==> config.mk <==
export PLATFORM = sky130hd
export DESIGN_NAME = icache_dm
export DESIGN_NICKNAME = d
export VERILOG_FILES = /design/src/rtl/icache_dm.sv
export SDC_FILE = /design/constraint.sdc
export NUM_CORES = 2
export LEC_CHECK = 0
export CORE_UTILIZATION = 55
export CTS_CLUSTER_SIZE = 30
export DETAILED_ROUTE_END_ITERATION = 16
export DONT_BUFFER_PORTS = 1
export PLACE_DENSITY = 0.76
export SETUP_SLACK_MARGIN = 0.4
export SLEW_MARGIN = 10
export SYNTH_ARGS = -nofsm -noshare
export SYNTH_HDL_FRONTEND = slang
export SYNTH_SLANG_ARGS = --single-unit
==> constraint.sdc <==
create_clock -name CLK -period 8.5 [get_ports CLK]
set_input_delay 1.7 -clock CLK [delete_from_list [all_inputs] [get_ports CLK]]
set_output_delay 1.7 -clock CLK [all_outputs]
set_load 0.01 [all_outputs]
==> src/rtl/icache_dm.sv <==
// icache_dm: direct-mapped read-only instruction cache with word-serial line refill
// from the SPI flash controller. Flash words arrive MSB-first and are stored
// byte-swapped so fetches return little-endian instructions.
module icache_dm #(
    parameter int unsigned LINES = 16,
    parameter int unsigned WORDS = 4
) (
    input  logic        CLK,
    input  logic        resetn,
    input  logic        fetch_req,
    input  logic [19:0] fetch_addr,
    output logic        fetch_valid,
    output logic [31:0] fetch_data,
    input  logic        flush,
    output logic        icache_miss,
    output logic [19:0] icache_addr,
    input  logic        SPI_data_ready,
    input  logic [31:0] SPI_data,
    output logic [15:0] miss_count
);

    localparam int unsigned WB = $clog2(WORDS);
    localparam int unsigned IB = $clog2(LINES);
    localparam int unsigned TW = 20 - 2 - WB - IB;

    typedef enum logic [1:0] {IDLE, REFILL, DONE} state_t;

    state_t          state_q, state_d;
    logic [WB-1:0]   wc_q;
    logic            abort_q;
    logic [LINES-1:0] valid_q;
    logic [TW-1:0]   tag_q  [LINES];
    logic [31:0]     data_q [LINES][WORDS];

    logic [WB-1:0]   f_word;
    logic [IB-1:0]   f_idx;
    logic [TW-1:0]   f_tag;
    logic [IB-1:0]   r_idx;
    logic [TW-1:0]   r_tag;
    logic            hit_c;
    logic            start_c;
    logic            accept_c;
    logic            finish_c;
    logic [31:0]     swapped_c;
    logic            unused_c;

    assign f_word = fetch_addr[2 +: WB];
    assign f_idx  = fetch_addr[2 + WB +: IB];
    assign f_tag  = fetch_addr[19 -: TW];
    // The refill line's index and tag live in the request address register.
    assign r_idx  = icache_addr[2 + WB +: IB];
    assign r_tag  = icache_addr[19 -: TW];
    assign unused_c = ^fetch_addr[1:0];

    assign swapped_c = {SPI_data[7:0], SPI_data[15:8], SPI_data[23:16], SPI_data[31:24]};

    // Combinational hit path: zero-latency fetch return.
    assign hit_c       = fetch_req && (state_q == IDLE) && valid_q[f_idx] && (tag_q[f_idx] == f_tag);
    assign fetch_valid = hit_c;
    assign fetch_data  = data_q[f_idx][f_word];

    // State register.
    always_ff @(posedge CLK or negedge resetn) begin
        if (!resetn) state_q <= IDLE;
        else         state_q <= state_d;
    end

    // Next-state and refill control strobes.
    always_comb begin
        state_d  = state_q;
        start_c  = 1'b0;
        accept_c = 1'b0;
        finish_c = 1'b0;
        case (state_q)
            IDLE: begin
                if (fetch_req && !hit_c) begin
                    start_c = 1'b1;
                    state_d = REFILL;
                end
            end
            REFILL: begin
                if (SPI_data_ready) begin
                    accept_c = 1'b1;
                    // A flush ends the refill after the in-flight word; SPI cannot be cut.
                    if ((wc_q == WB'(WORDS - 1)) || abort_q || flush) begin
                        finish_c = 1'b1;
                        state_d  = DONE;
                    end
                end
            end
            DONE:    state_d = IDLE;
            default: state_d = IDLE;
        endcase
    end

    // Request address, word counter, abort flag, valid bits and refill counter.
    always_ff @(posedge CLK or negedge resetn) begin
        if (!resetn) begin
            icache_miss <= 1'b0;
            icache_addr <= 20'd0;
            wc_q        <= '0;
            abort_q     <= 1'b0;
            valid_q     <= '0;
            miss_count  <= 16'd0;
        end else begin
            if (start_c) begin
                icache_miss     <= 1'b1;
                icache_addr     <= {f_tag, f_idx, (WB + 2)'(0)};
                wc_q            <= '0;
                abort_q         <= 1'b0;
                valid_q[f_idx]  <= 1'b0;
                miss_count      <= miss_count + 16'd1;
            end
            if (accept_c) begin
                if (finish_c) begin
                    icache_miss <= 1'b0;
                    if (!abort_q && !flush) valid_q[r_idx] <= 1'b1;
                end else begin
                    wc_q        <= wc_q + WB'(1);
                    icache_addr <= icache_addr + 20'd4;
                end
            end
            if (state_q == DONE) abort_q <= 1'b0;
            if (flush) begin
                valid_q <= '0;
                if ((state_q == REFILL) && !finish_c) abort_q <= 1'b1;
            end
        end
    end

    // Line data and tag storage; contents are meaningless until valid is set.
    always_ff @(posedge CLK) begin
        if (accept_c) data_q[r_idx][wc_q] <= swapped_c;
        if (finish_c) tag_q[r_idx] <= r_tag;
    end

endmodule
==> results.py <==
metrics = {
    "sta": {
        "setup_viol": 1,
        "timing_hold_violations_final": 0,
        "max_freq_mhz": 110,
        "holdWs_ns": 0.539,
        "fin_skew_ns": 0.0441,
        "slew_violations": 528,
        "fin_crit_ns": 9.05,
        "period_share_pct": 107,
        "rsz0062_at_grt": "no",
        "slew-limit-headroom_pct": -156,
        "worst_pin_slew_ns": 3.84,
        "timing.final.ws_setup_ns": -0.554,
    },
    "synthesis": {
        "avgSynthCellArea_um2": 24.3,
        "synth_top_family_by_area": "multiplexers",
        "yosys.cell_types.count": 57,
        "synth_edf_count": 2240,
        "synthMuxAreaShare_pct": 18.8,
        "synthArstFlopShare_pct": 2.52,
        "synthTopCellsByArea": "edfxtp_1 76%, mux4_2 18%, dfrtp_1 1.6%",
        "yosysSeqAreaShare_pct": 77.8,
        "ys_warn_count": 0,
        "ys_ff_latch": 2298,
        "yosys.area.top_type": "edfxtp_1",
        "syn-num-nets": 3705,
        "synth-compound-area-share_pct": 0.892,
        "synth_xor_area_share_pct": 0.278,
        "synthCells": 3642,
        "synth_area_mm2": 0.0884,
        "yosysTopAreaCellShare_pct": 76.1,
        "synthSimpleGateAreaFrac_pct": 1.13,
        "synth-adder-area-share_pct": 0.0850,
        "dominantRegCellSynth": "edfxtp_1",
    },
    "critical_path": {
        "cp-end-kind": "output pin",
        "worst-path-buf-inv": 0,
        "crit_chain": "nor2b_1, a22oi_1, a21o_1, a2111oi_0, a31oi_1, nor4_1",
        "required_ns": 6.80,
        "rrSetupSlack_ns": 4.75,
        "cp_slowest_stage_delay_ns": 2.00,
        "cp_max_fo": 567,
        "crit_slowest_cell": "nor2b_1",
        "arrival_ns": 7.35,
        "worstSetupPathType": "in2out",
        "crit_family": "simple AND/OR/NAND/NOR gates",
        "start_kind": "primary input",
    },
    "placed_design": {
        "dp_hpwl_mm": 103,
        "place_area_mm2": 0.0912,
        "buffer_ports.inserted": 0,
        "gp_congestion": 0.810,
    },
    "final_layout": {
        "post-route-cell-area_mm2": 0.0979,
        "fillers": 10000,
        "area_growth_pct": 10.8,
        "antenna_cells": 0,
        "nets": 3812,
        "drive_gt1_share_pct": 29.8,
    },
    "cts": {
        "clock-root-buffer": "clkbuf_16",
        "cts_resized": 0,
        "cts.hold.buffers_added": 0,
        "clock_latency_ns": 0.86,
        "cts_tree": "yes",
        "clk_pin_slew_ns": 0.06,
        "cts_htree_levels": 4,
        "clockBufferDepth": 3,
        "cts_sinks": 2298,
        "post-cts-setup-buffers": 0,
        "numCtsBuffers": 211,
    },
    "die": {
        "initial_core_util_pct": 55.6,
        "std_cell_rows": 146,
        "coreArea_mm2": 0.159,
        "io_pins": 127,
        "die_w_um": 403,
        "dieArea_mm2": 0.162,
        "fp.dieH_um": 403,
    },
    "grt": {
        "grt_pass1_vias": 42800,
        "antenna_found_initial": 0,
        "grt_max_degree": 568,
        "grt_pass1_wl_mm": 328,
        "grt_usage_pct": 29.3,
        "overflow": 0,
    },
    "run_status": {
        "status": "finished with violations",
        "violations": "slew limit, setup timing",
    },
    "detailed_routing": {
        "drt_iter0_drc": 6843,
        "wl_mm": 236,
        "via_per_inst": 7.04,
        "routedWlPerCell_um": 39.5,
        "vias": 42200,
        "postRouteAntennaNets": 0,
        "firstDrtPassIters": 5,
        "drc": 0,
    },
    "pwr": {
        "leakagePower_nw": 30.1,
        "p_per_area_mw_per_mm2": 242,
        "peakVddDrop_uv": 232,
    },
    "job": {
        "maxCapViolations": 0,
    },
    "min_path": {
        "hold_class": "in2async",
    },
}
## where the power goes
group	total, W	switching [W]	internal (W)
clock network	0.00926	0.00419	0.00507
logic	0.00137	0.000764	0.000605
registers	0.0131	0.000309	0.0128
## cell type report
| type | instances | area, um2 | area share [%] |
|---|---|---|---|
| clock buffer | 261 | 5570 | 5.69 |
| clock inverter | 122 | 1010 | 1.03 |
| inverter | 28 | 105 | 0.107 |
| multi-input combinational | 1126 | 19200 | 19.6 |
| sequential | 2298 | 68700 | 70.2 |
| tap | 2072 | 2590 | 2.65 |
| timing repair buffer | 84 | 731 | 0.746 |
## cells in the final DEF (no fill, tap or decap), drive strengths merged, types with 16 or more instances in the layout
cell    Yosys  final
a311o      16     16
buf        87     84
clkbuf    103    261
clkinv      1    100
dfrtp      58     58
edfxtp   2240   2240
inv        27     33
mux2i      42     42
mux4      716    716
nand2      48     48
nand3      16     16
nor2      102    102
o21ai      24     24
xnor2      22     22
## metrics by stage
stage / power (W) / worst slack (ns) / utilization, % / setup TNS (ns) / instances
6_report: 0.0237 / -0.554 / 61.6 / -0.554 / 5991
5_1_grt: 0.0242 / 1.07 / 61.6 / 0 / 5991
4_1_cts: 0.0236 / 2.29 / 61.5 / 0 / 5986
3_5_place_dp: 0.0145 / 2.18 / 57.4 / 0 / 5603
3_3_place_gp: 0.0145 / 2.26 / 57.4 / 0 / 5603
2_1_floorplan: 0.0142 / 2.01 / - / 0 / 3642
## cell usage after synthesis, types with 2 or more instances
master       n
edfxtp_1  2240
mux4_2     716
clkbuf_1   103
nor2_1     100
buf_2       59
dfrtp_1     58
nand2_1     48
mux2i_1     42
inv_1       27
xnor2_1     22
buf_1       20
a311o_1     16
nand3_1     16
o21ai_0     15
a22oi_1     13
and3_1      12
nor2b_1     12
nor3_1      11
o21ai_1      9
a21oi_1      7
a31oi_1      7
a211oi_1     6
buf_4        6
ha_1         6
xor2_1       6
a21o_1       5
and2_1       5
mux2_2       5
nand4_1      5
o31a_1       5
a31o_2       3
o31ai_1      3
a221oi_1     2
a22o_1       2
buf_6        2
nand2b_1     2
nor2_2       2
nor4_1       2
o22ai_1      2
or2_2        2
or3_1        2
## per-layer routing
layer	track usage (%)	wire [um]	share of wire [%]
met4	11.1	9670	4.1
met5	0	0	0
met1	39.8	79100	33
met2	46.2	114000	48
met3	7.73	33900	14
## state kept, by name, indices dropped and copies added (netlist names)
| name | cells |
|---|---|
| abort_q | 1 |
| data_q | 2048 |
| icache_addr | 20 |
| icache_miss | 1 |
| miss_count | 16 |
| state_q | 2 |
| tag_q | 192 |
| valid_q | 16 |
| wc_q | 2 |
## cell families (layout without fill, tap and decap cells)
family	after synthesis	count (layout)
and+or+nand+nor	221	221
AOI/OAI and AO/OA	107	107
xor gates and xnor gates	28	28
buffers and inverters	218	495
DFF	2298	2298
adders and majority gates	6	6
muxes	764	764
## worst register-to-register path: stages (launching register included)
cell	delay, ns
edfxtp_1	0.36
mux4_2	0.52
mux4_2	0.54
xor2_1	0.17
a2111o_1	0.45
nor4b_4	0.60
nor2_4	0.22
buf_4	0.34
a311o_1	0.39
o21ai_0	0.08
## final timing paths
| path | startpoint | end | cells past startpoint |
|---|---|---|---|
| setup / recovery | fetch_addr[5] | fetch_valid | 6 |
| hold / removal | resetn | icache_addr[11] | 0 |
| max in group asynchronous | resetn | miss_count[4] | 0 |
| setup reg to reg | tag_q[11][1] | valid_q[15] | 9 |
| hold reg to reg | miss_count[15] | miss_count[15] | 1 |
| min in group CLK | miss_count[15] | miss_count[15] | 1 |
(Power assumes the default switching activity.)
